$ cat config.mk
export PLATFORM = sky130hd
export DESIGN_NAME = contador_universal_flat
export DESIGN_NICKNAME = d
export VERILOG_FILES = /design/src/rtl/contador_universal_if.sv /design/src/rtl/contador_universal.sv /design/src/flat_wrapper.sv
export SDC_FILE = /design/constraint.sdc
export NUM_CORES = 1
export LEC_CHECK = 0
export ABC_AREA = 0
export CAP_MARGIN = 20
export CORE_UTILIZATION = 39
export DETAILED_ROUTE_END_ITERATION = 10
export HOLD_SLACK_MARGIN = 0.1
export PLACE_DENSITY_LB_ADDON = 0.08
export SLEW_MARGIN = 20
export SYNTH_ARGS = -nofsm -noshare
export SYNTH_HDL_FRONTEND = slang
export SYNTH_SLANG_ARGS = --single-unit
$ cat constraint.sdc
create_clock -name clk -period 1.5 [get_ports clk]
set_input_delay 0.225 -clock clk [delete_from_list [all_inputs] [get_ports clk]]
set_output_delay 0.225 -clock clk [all_outputs]
set_load 0.02 [all_outputs]
$ cat src/rtl/contador_universal_if.sv
// Control and status bundle of contador_universal: the master drives the
// count controls, the slave (the counter) returns count, strobes and wraps.
interface contador_universal_if #(
    parameter int ANCHO         = 5,
    parameter int VUELTAS_ANCHO = 8
);
    logic                     enable;
    logic                     up_down;
    logic                     load;
    logic [ANCHO-1:0]         load_value;
    logic [ANCHO-1:0]         count;
    logic                     wrap;
    logic                     load_err;
    logic [VUELTAS_ANCHO-1:0] vueltas;

    modport master (
        output enable, up_down, load, load_value,
        input  count, wrap, load_err, vueltas
    );

    modport slave (
        input  enable, up_down, load, load_value,
        output count, wrap, load_err, vueltas
    );
endinterface

$ cat src/rtl/contador_universal.sv
// Modulo-N up/down counter with synchronous load, prescaler and wrap strobe.
// Optional saturating wrap counter enabled by CONTADOR_UNIVERSAL_VUELTAS_EN.
module contador_universal #(
    parameter int ANCHO         = 5,
    parameter int MODULO        = 28,
    parameter int DIV           = 1,
    parameter int VUELTAS_ANCHO = 8
) (
    input  logic          clk,
    input  logic          rst,
    contador_universal_if.slave bus
);
    localparam int PRE_W = (DIV > 1) ? $clog2(DIV) : 1;
    // MODULO may equal 2**ANCHO, so the range check needs one extra bit.
    localparam logic [ANCHO:0]   MOD_W  = (ANCHO+1)'(MODULO);
    localparam logic [ANCHO-1:0] MAX_C  = ANCHO'(MODULO - 1);
    localparam logic [PRE_W-1:0] DIV_M1 = PRE_W'(DIV - 1);

    logic [ANCHO-1:0] count_q, count_d;
    logic [PRE_W-1:0] pre_q, pre_d;
    logic             wrap_q, wrap_d;
    logic             load_err_q, load_err_d;
    logic             tick_s;

    // Next-state: load beats enable, enable beats hold.
    always_comb begin
        count_d    = count_q;
        pre_d      = pre_q;
        wrap_d     = 1'b0;
        load_err_d = 1'b0;
        tick_s     = bus.enable && (pre_q == DIV_M1);
        if (bus.load) begin
            pre_d = '0;
            if ({1'b0, bus.load_value} < MOD_W) begin
                count_d = bus.load_value;
            end else begin
                count_d    = MAX_C;
                load_err_d = 1'b1;
            end
        end else if (bus.enable) begin
            pre_d = tick_s ? '0 : pre_q + PRE_W'(1);
            if (tick_s) begin
                if (bus.up_down) begin
                    if (count_q == MAX_C) begin
                        count_d = '0;
                        wrap_d  = 1'b1;
                    end else begin
                        count_d = count_q + ANCHO'(1);
                    end
                end else begin
                    if (count_q == '0) begin
                        count_d = MAX_C;
                        wrap_d  = 1'b1;
                    end else begin
                        count_d = count_q - ANCHO'(1);
                    end
                end
            end else begin
                count_d = count_q;
            end
        end else begin
            pre_d = pre_q;
        end
    end

    // Counter, prescaler and strobe registers.
    always_ff @(posedge clk or negedge rst) begin
        if (!rst) begin
            count_q    <= '0;
            pre_q      <= '0;
            wrap_q     <= 1'b0;
            load_err_q <= 1'b0;
        end else begin
            count_q    <= count_d;
            pre_q      <= pre_d;
            wrap_q     <= wrap_d;
            load_err_q <= load_err_d;
        end
    end

    assign bus.count    = count_q;
    assign bus.wrap     = wrap_q;
    assign bus.load_err = load_err_q;

`ifdef CONTADOR_UNIVERSAL_VUELTAS_EN
    localparam logic [VUELTAS_ANCHO-1:0] V_MAX = '1;

    logic [VUELTAS_ANCHO-1:0] vueltas_q, vueltas_d;

    // Saturating wrap count, cleared by load.
    always_comb begin
        vueltas_d = vueltas_q;
        if (bus.load) begin
            vueltas_d = '0;
        end else if (wrap_d && (vueltas_q != V_MAX)) begin
            vueltas_d = vueltas_q + VUELTAS_ANCHO'(1);
        end else begin
            vueltas_d = vueltas_q;
        end
    end

    // Wrap counter register.
    always_ff @(posedge clk or negedge rst) begin
        if (!rst) begin
            vueltas_q <= '0;
        end else begin
            vueltas_q <= vueltas_d;
        end
    end

    assign bus.vueltas = vueltas_q;
`else
    assign bus.vueltas = '0;
`endif
endmodule

$ cat src/flat_wrapper.sv
// flat-port wrapper written by rule: the top's interface ports become plain ports
module contador_universal_flat 
#(
    parameter int ANCHO         = 5,
    parameter int MODULO        = 28,
    parameter int DIV           = 1,
    parameter int VUELTAS_ANCHO = 8
)
  (clk, rst, bus_enable, bus_up_down, bus_load, bus_load_value, bus_count, bus_wrap, bus_load_err, bus_vueltas);
  contador_universal_if #(.ANCHO(ANCHO), .VUELTAS_ANCHO(VUELTAS_ANCHO)) bus_i ();
  input  logic clk;
  input  logic rst;
  input wire logic [$bits(bus_i.enable)-1:0] bus_enable;
  input wire logic [$bits(bus_i.up_down)-1:0] bus_up_down;
  input wire logic [$bits(bus_i.load)-1:0] bus_load;
  input wire logic [$bits(bus_i.load_value)-1:0] bus_load_value;
  output wire logic [$bits(bus_i.count)-1:0] bus_count;
  output wire logic [$bits(bus_i.wrap)-1:0] bus_wrap;
  output wire logic [$bits(bus_i.load_err)-1:0] bus_load_err;
  output wire logic [$bits(bus_i.vueltas)-1:0] bus_vueltas;
  assign bus_i.enable = bus_enable;
  assign bus_i.up_down = bus_up_down;
  assign bus_i.load = bus_load;
  assign bus_i.load_value = bus_load_value;
  assign bus_count = bus_i.count;
  assign bus_wrap = bus_i.wrap;
  assign bus_load_err = bus_i.load_err;
  assign bus_vueltas = bus_i.vueltas;
  contador_universal #(.ANCHO(ANCHO), .MODULO(MODULO), .DIV(DIV), .VUELTAS_ANCHO(VUELTAS_ANCHO)) u_core (.clk(clk), .rst(rst), .bus(bus_i));
endmodule
# Word level (Yosys, flattened, before mapping)

Index checks and enable logic that the tools add are counted.

Register bits after elaboration: 8
Bits in latches: 0
Bits in writable memories: 0
Bits in read-only memories: 0
Output and inout bits: 15
Word-level logic and storage cells: 33
Memories kept: 0

Add/subtract/negate cells: 3
$mul: 0
Divide/modulo/power cells: 0
Order comparisons: 1
Equal/unequal tests: 1
Shift operators: 0
Muxes and demuxes: 18
Bitwise logic cells: 1
Reduce and logical (&&, ||, !) cells: 5

Operators with widths:

| operator            | count |
|---|---|
| $mux 5              | 7 |
| $mux 1              | 11 |
| $add 5x1->5 const B | 1 |
| $eq 5x5->1 const B  | 1 |
| $logic_not 5->1     | 1 |
| $lt 5x5->1 const B  | 1 |
| $sub 5x1->5 const B | 1 |
| $reduce_bool 2->1   | 2 |
| $reduce_and 2->1    | 1 |
| $add 1x1->1 const B | 1 |
| $logic_and 1x1->1   | 1 |
| $not 1->1           | 1 |

# Logic depth before layout (Yosys ltp)

Gate-level depths: netlist (run 1).

Depth in word-level cells: 6
Gate-level depth with buffers: 6
Mapped depth without buffers: 6

# Worst setup path after synthesis (run 1)

No wires, ideal clock.

Kind: register to register
From: register u_core.count_q[0], in the netlist u_core.bus.count[0]
To: register u_core.count_q[2], in the netlist u_core.bus.count[2]
Library setup time: 0.082 ns
Data arrival time: 1.463 ns
Data required time: 1.418 ns
Path slack: -0.045 ns
Stages on the path, launching flop included: 7
Path buffers: 0
Path through: dfrtp_1 inv_1 ha_1 nand2b_4 or2_0 a221o_1 a22oi_2

Longest elaborated chain between the ends: 6
Elaborated cells between the ends (all ways): 10
Those cells by class: add/sub (2); eq/ne (1); mux (6); reduce/logical (1)

Ends and longest elaborated chain:

| element                                   | line                                               | text |
|---|---|---|
| start, declared                           | contador_universal.sv:19                           | `logic [ANCHO-1:0] count_q, count_d;` |
| start signal, assigned                    | contador_universal.sv:74                           | `count_q <= count_d;` |
| $sub 5x1->5, or another cell as far along | contador_universal.sv:55                           | `count_d = count_q - ANCHO'(1);` |
| $mux 5, on equally long branches          | contador_universal.sv:51, contador_universal.sv:44 |  |
| $mux 5 (*)                                | contador_universal.sv:43                           | `if (bus.up_down) begin` |
| $mux 5 (*)                                | contador_universal.sv:42                           | `if (tick_s) begin` |
| $mux 5 (*)                                | contador_universal.sv:40                           | `end else if (bus.enable) begin` |
| $mux 5 (*)                                | contador_universal.sv:32                           | `if (bus.load) begin` |

Mark *: on every way between the ends. The rest lies on a longest branch, timed or not. The select of a mux whose other input is x is not followed.
A chain may end at the register's enable or synchronous reset.

# Final worst setup path (run 1)

Same ends and word-level chain as after synthesis.

==> results of run 1 <==
-- what timing repair did --
item / in CTS / in global routing
setup buffers: 0 / 1
endpoints found under the setup margin: 7 / 3
resized for setup: 8 / 6
hold endpoints to repair: 0 / 0
hold buffers: 0 / 0
pin swaps: 0 / 1
-- through the flow --
step	hold WS [ns]	total power, mW	util [%]	worst slack, ns	TNS, ns
floorplan	-0.0706	0.453	-	0.00922	0
global placement	0.519	0.562	56.7	-0.0876	-0.147
detailed placement	0.527	0.565	56.7	-0.116	-0.251
CTS	0.247	0.748	58.7	0.00873	0
global route	0.266	0.816	60.4	-0.0461	-0.0804
finish	0.236	0.759	60.4	0.0244	0
-- power breakdown --
| group | leakage (nW) | switching (mW) | total, mW | internal [mW] |
|---|---|---|---|---|
| combinational | 0.299 | 0.156 | 0.307 | 0.150 |
| clock | 0.0150 | 0.0794 | 0.182 | 0.102 |
| sequential | 0.0970 | 0.0354 | 0.271 | 0.235 |
| total | 0.411 | 0.271 | 0.759 | 0.488 |
-- kinds of logic (layout without fill, tap and decap cells) --
| logic type | count (synthesis) | in the layout |
|---|---|---|
| and+or+nand+nor | 26 | 26 |
| AOI/OAI and AO/OA | 25 | 25 |
| buffers and inverters | 21 | 40 |
| DFF | 8 | 8 |
| adders and majority gates | 2 | 2 |
| other | 1 | 8 |
| muxes | 1 | 1 |
-- worst max-delay path, cell delays in order, from the launching register on --
cell and delay (ns):
dfrtp_2 0.45, inv_2 0.09, ha_4 0.16, nand2b_4 0.07, or2_0 0.19, a221o_1 0.32
a22oi_2 0.12
-- cell usage in the layout (no fill, tap or decap), types with 4 or more instances in the layout --
master,netlist,layout
a21oi_1,5,5
buf_4,8,13
clkdlybuf4s50_1,0,11
conb_1,1,8
dfrtp_1,8,5
dlygate4sd2_1,0,5
inv_1,7,5
nand2_1,6,6
nor2_1,4,4
o21ai_0,7,5
-- how the worst max path moves through the flow --
stage / to / slack (ns) / depth (start not counted)
final: u_core.bus.count[2] / 0.02 / 6
after CTS: u_core.bus.count[2] / 0.009 / 5
after global placement: u_core.bus.count[4] / -0.09 / 5
after floorplan: u_core.bus.count[2] / 0.009 / 6
after detailed placement: u_core.bus.count[4] / -0.12 / 5
after global routing: u_core.bus.count[2] / -0.05 / 6
-- cells in the mapped netlist, types with 2 or more instances --
cell      count  share of area, %
nor3b_1       2               2.2
a31oi_1       2               1.9
clkbuf_1      3               1.7
nand2_1       6               3.3
a21oi_1       5               3.7
ha_1          2               3.7
o221ai_1      2               2.6
nand2b_1      2               1.9
nor2_1        4               2.2
o21ai_0       7               5.2
nor4_1        3               2.8
inv_1         7               3.9
buf_2         2               1.5
buf_4         8               8.9
dfrtp_1       8                30
and3_1        2               1.9
-- cell type report --
type,instances,area [sq um]
tap,16,20.0
fill,143,617
timing repair buffer,29,251
clock buffer,4,26.3
multi-input combinational,62,414
sequential,8,204
inverter,7,26.3
-- routing by layer --
layer / up-vias / global-route usage (%)
met5: - / 0
met4: 0 / 1.88
met3: 0 / 7.92
met2: 16 / 30.1
met1: 299 / 23.4
li1: 334 / -
-- sequential cells by signal, summed over array words and instances, names as in the netlist --
name and cells:
u_core.bus.count 5, u_core.bus.wrap 1, u_core.pre_q 1, u_core.bus.load_err 1
==> results.sh, run 1 <==
export IMPL_status="complete, but fails checks"
export IMPL_violations="DRC"
export IMPL_met3WireLength_microns=86
export IMPL_grt_pass1_vias=580
export IMPL_core_region_area_sq_um=1560
export IMPL_drc=1
export IMPL_cts_sinks=8
export IMPL_rsz0062_at_grt="true"
export IMPL_start_kind="register"
export IMPL_start_util_pct=43.3
export IMPL_layout_drive_gt1_share_pct=23.6
export IMPL_wl_met2_microns=774
export IMPL_wl_met1_microns=728
export IMPL_synth_async_sr_flop_share_pct=100
export IMPL_yosysWarnings=0
export IMPL_cp_max_fo=4
export IMPL_yosys_area_share_simple_pct=21.9
export IMPL_viasPerCell=5.15
export IMPL_wl_per_cell_microns=12.6
export IMPL_syn_inst=84
export IMPL_yosysSeqAreaShare_pct=29.6
export IMPL_hold_viol=0
export IMPL_ys_ff_latch=8
export IMPL_path_clk_slew_ns=0.06
export IMPL_crit_start="u_core.bus.count[0]"
export IMPL_diodes=0
export IMPL_io_pins=25
export IMPL_grt_max_degree=12
export IMPL_htreeDepth=1
export IMPL_yosys_area_share_xor_xnor_pct=0
export IMPL_fin_crit_sh_pct=98.4
export IMPL_peakVddDrop_mv=0.609
export IMPL_cts_buffer_depth=2
export IMPL_critPathKind="reg -> reg"
export IMPL_num_vias=649
export IMPL_grt_pass1_wl_microns=2580
export IMPL_r2r_end="u_core.bus.count[2]"
export IMPL_hpwl_microns=1270
export IMPL_report_final_slew_viol_count=0
export IMPL_setup_violations_final=0
export IMPL_gp_congestion=0.904
export IMPL_hold_class="in -> async"
export IMPL_rows=14
export IMPL_syn_cell_area_sq_um=676
export IMPL_design_area_sq_um=942
export IMPL_track_usage_pct=18.5
export IMPL_cts_root_buf="clkbuf_4"
export IMPL_worstSkewPairLatency_ns=0.26
export IMPL_die_h_microns=43.6
export IMPL_top_layer_used="met3"
export IMPL_die_area_sq_um=1900
export IMPL_drv_cap=0
export IMPL_leakage_nw=0.411
export IMPL_cp_data_arrival_time_ns=1.65
export IMPL_die_w_microns=43.6
export IMPL_cts_made_buffers=3
export IMPL_cts_tree="done"
export IMPL_max_freq_mhz=678
export IMPL_synth_avg_cell_area_sq_um=8.04
export IMPL_drt_total_wl_microns=1590
export IMPL_synth_top_family_by_area="compound AO/OA/AOI/OAI gates"
export IMPL_required_ns=1.68
export IMPL_drtAntennaViolNets=0
export IMPL_synth_area_mux_share_pct=1.48
export IMPL_drtPass1Iterations=7
export IMPL_rr_startpoint="u_core.bus.count[0]"
export IMPL_place_inst=121
export IMPL_port_buffers=16
export IMPL_critPathCaptureType="register"
export IMPL_antenna_found_initial=0
export IMPL_synth_compound_area_share_pct=25.2
export IMPL_r2r_setup_slack_ns=0.02
export IMPL_fin_nets=123
export IMPL_synthAdderAreaFrac_pct=3.70
export IMPL_final_instance_count_excl_fill=126
export IMPL_drt_iter0_markers=14
export IMPL_fin_skew_ns=0.00606
export IMPL_synth_ff_type="dfrtp_1"
export IMPL_yosys_cell_types_count=35
export IMPL_synth_enable_flop_cells=0
export IMPL_grt_overflow=0
export IMPL_power_density_nw_per_um2=805
export IMPL_syn_to_final_growth_pct=39.4
export IMPL_reg2regPathDepth=6
export IMPL_period_minus_slack_ns=1.48
export IMPL_place_area_sq_um=885
Power figures use the tool's default switching activity.
==> run 2, diff against run 1 <==
- CORE_UTILIZATION: 39 -> 25
==> run 2 against run 1 <==
Net effect: the flow now finishes without violations; worst setup slack improved by 0.0020 ns; flip-flop and latch count unchanged; critical endpoint unchanged; non-clock buffer count increased by 4; largest power group unchanged.
==> results.sh, run 2 (same netlist as run 1, synthesis figures left out) <==
export IMPL_drc=0
export IMPL_cts_root_buf="clkbuf_4"
export IMPL_syn_to_final_growth_pct=45.0
export IMPL_die_h_microns=54.0
export IMPL_cts_sinks=8
export IMPL_wl_per_cell_microns=12.7
export IMPL_worstSkewPairLatency_ns=0.26
export IMPL_combPwrFrac_pct=42.2
export IMPL_port_buffers=16
export IMPL_grt_pass1_vias=592
export IMPL_cpPeakStageDelay_ns=0.43
export IMPL_grt_pass1_wl_microns=2770
export IMPL_viasPerCell=4.72
export IMPL_place_area_sq_um=940
export IMPL_final_common_cell="buf_4"
export IMPL_rows=18
export IMPL_final_cell_mix="17 x buf_4, 11 x clkdlybuf4s50_1, 8 x conb_1"
export IMPL_drt_iter0_markers=3
export IMPL_hold_viol=0
export IMPL_drt_total_wl_microns=1830
export IMPL_intPower_mw=0.499
export IMPL_die_area_sq_um=2910
export IMPL_fin_nets=127
export IMPL_critical_path_slowest_cell="dfrtp_2"
export IMPL_core_region_area_sq_um=2520
export IMPL_cp_max_fo=4
export IMPL_drv_cap=0
export IMPL_fin_skew_ns=0.00629
export IMPL_start_kind="register"
export IMPL_track_usage_pct=13.4
export IMPL_cts_made_buffers=3
export IMPL_antenna_found_initial=0
export IMPL_setup_violations_final=0
export IMPL_power_density_nw_per_um2=792
export IMPL_drtPass1Iterations=3
export IMPL_report_final_slew_viol_count=0
export IMPL_hold_class="in -> async"
export IMPL_peakVddDrop_mv=0.664
export IMPL_cp_data_arrival_time_ns=1.65
export IMPL_final_instance_count_excl_fill=144
export IMPL_io_pins=25
export IMPL_die_w_microns=54.0
export IMPL_critPathCaptureType="register"
export IMPL_grt_max_degree=12
export IMPL_final_util_pct=38.8
export IMPL_hold_buffers=0
export IMPL_path_clk_slew_ns=0.06
export IMPL_design_area_sq_um=980
export IMPL_leakage_nw=0.430
export IMPL_status="finished clean"
export IMPL_layout_drive_gt1_share_pct=25.4
export IMPL_required_ns=1.67
export IMPL_critPathKind="reg -> reg"
export IMPL_switching_share_pct=35.7
export IMPL_crit_buf_inv=1
export IMPL_grt_overflow=0
export IMPL_diodes=0
export IMPL_largest_register_ff_count=5
export IMPL_p_clk_share_pct=23.3
export IMPL_max_freq_mhz=679
export IMPL_place_inst=140
export IMPL_postCtsSetupRepairBufs=0
export IMPL_pwr_share_seq_pct=34.5
export IMPL_htreeDepth=1
export IMPL_hpwl_microns=1530
export IMPL_crit_family="compound AO/OA/AOI/OAI gates"
export IMPL_cts_buffer_depth=2
export IMPL_finalSetupTns_ns=0
export IMPL_cts_tree="done"
export IMPL_period_minus_slack_ns=1.47
export IMPL_fin_crit_sh_pct=98.2
export IMPL_drtAntennaViolNets=0
export IMPL_hold_slack_ns=0.241
export IMPL_gp_congestion=0.804
export IMPL_switchingPower_mw=0.277
export IMPL_path_cells="inv_1 -> ha_4 -> nand2b_4 -> or2_0 -> a221o_1 -> a22oi_2"
export IMPL_rsz0062_at_grt="true"
export IMPL_start_util_pct=26.8
export IMPL_num_vias=680
-- run 2: through the flow --
stage               setup WS (ns)  power [mW]
floorplan                 0.00922       0.453
global placement          -0.0743       0.594
detailed placement         -0.110       0.596
CTS                        0.0150       0.781
global route              -0.0634       0.834
finish                     0.0264       0.776
-- run 2: power groups by stage --
stage / Combinational (mW) / Sequential [mW] / Clock, mW
floorplan: 0.175 / 0.278 / 0
detailed placement: 0.324 / 0.272 / 0
CTS: 0.324 / 0.269 / 0.188
finish: 0.327 / 0.268 / 0.181
global placement: 0.323 / 0.271 / 0
global route: 0.357 / 0.273 / 0.205
-- run 2: worst reg2reg max path, cell delays in order (launching register included) --
cell,delay (ns)
dfrtp_2,0.43
inv_1,0.10
ha_4,0.17
nand2b_4,0.07
or2_0,0.19
a221o_1,0.32
a22oi_2,0.12
-- run 2: cell type report --
class / count / area (sq um)
clock buffer: 4 / 26.3
fill: 290 / 1540
inverter: 7 / 26.3
multi-input combinational: 62 / 404
sequential: 8 / 204
tap: 30 / 37.5
timing repair buffer: 33 / 282
-- run 2: per-layer routing --
metal | vias to the layer above | global-route usage, % | share of wire (%)
met1 | 321 | 18.9 | 50
met5 | - | 0 | 0
met3 | 0 | 5.93 | 4.3
li1 | 346 | - | -
met4 | 0 | 0 | 0
met2 | 13 | 20.0 | 45
-- run 2: repair_timing --
item                       4_1_cts  5_1_grt
setup endpoints to repair        9        3
gates resized for setup         10        4
pin swaps                        0        1
-- run 2: final timing paths --
| check | start | depth (start not counted) | end | slack, ns |
|---|---|---|---|---|
| worst max-delay path | u_core.bus.count[1] | 6 | u_core.bus.count[2] | 0.03 |
| worst min-delay path | rst | 1 | u_core.bus.load_err | 0.24 |
| worst max register to register | u_core.bus.count[1] | 6 | u_core.bus.count[2] | 0.03 |
| worst min register to register | u_core.pre_q | 1 | u_core.pre_q | 0.54 |
| max in group asynchronous | rst | 1 | u_core.bus.count[3] | 0.98 |
| min in group clk | u_core.pre_q | 1 | u_core.pre_q | 0.54 |
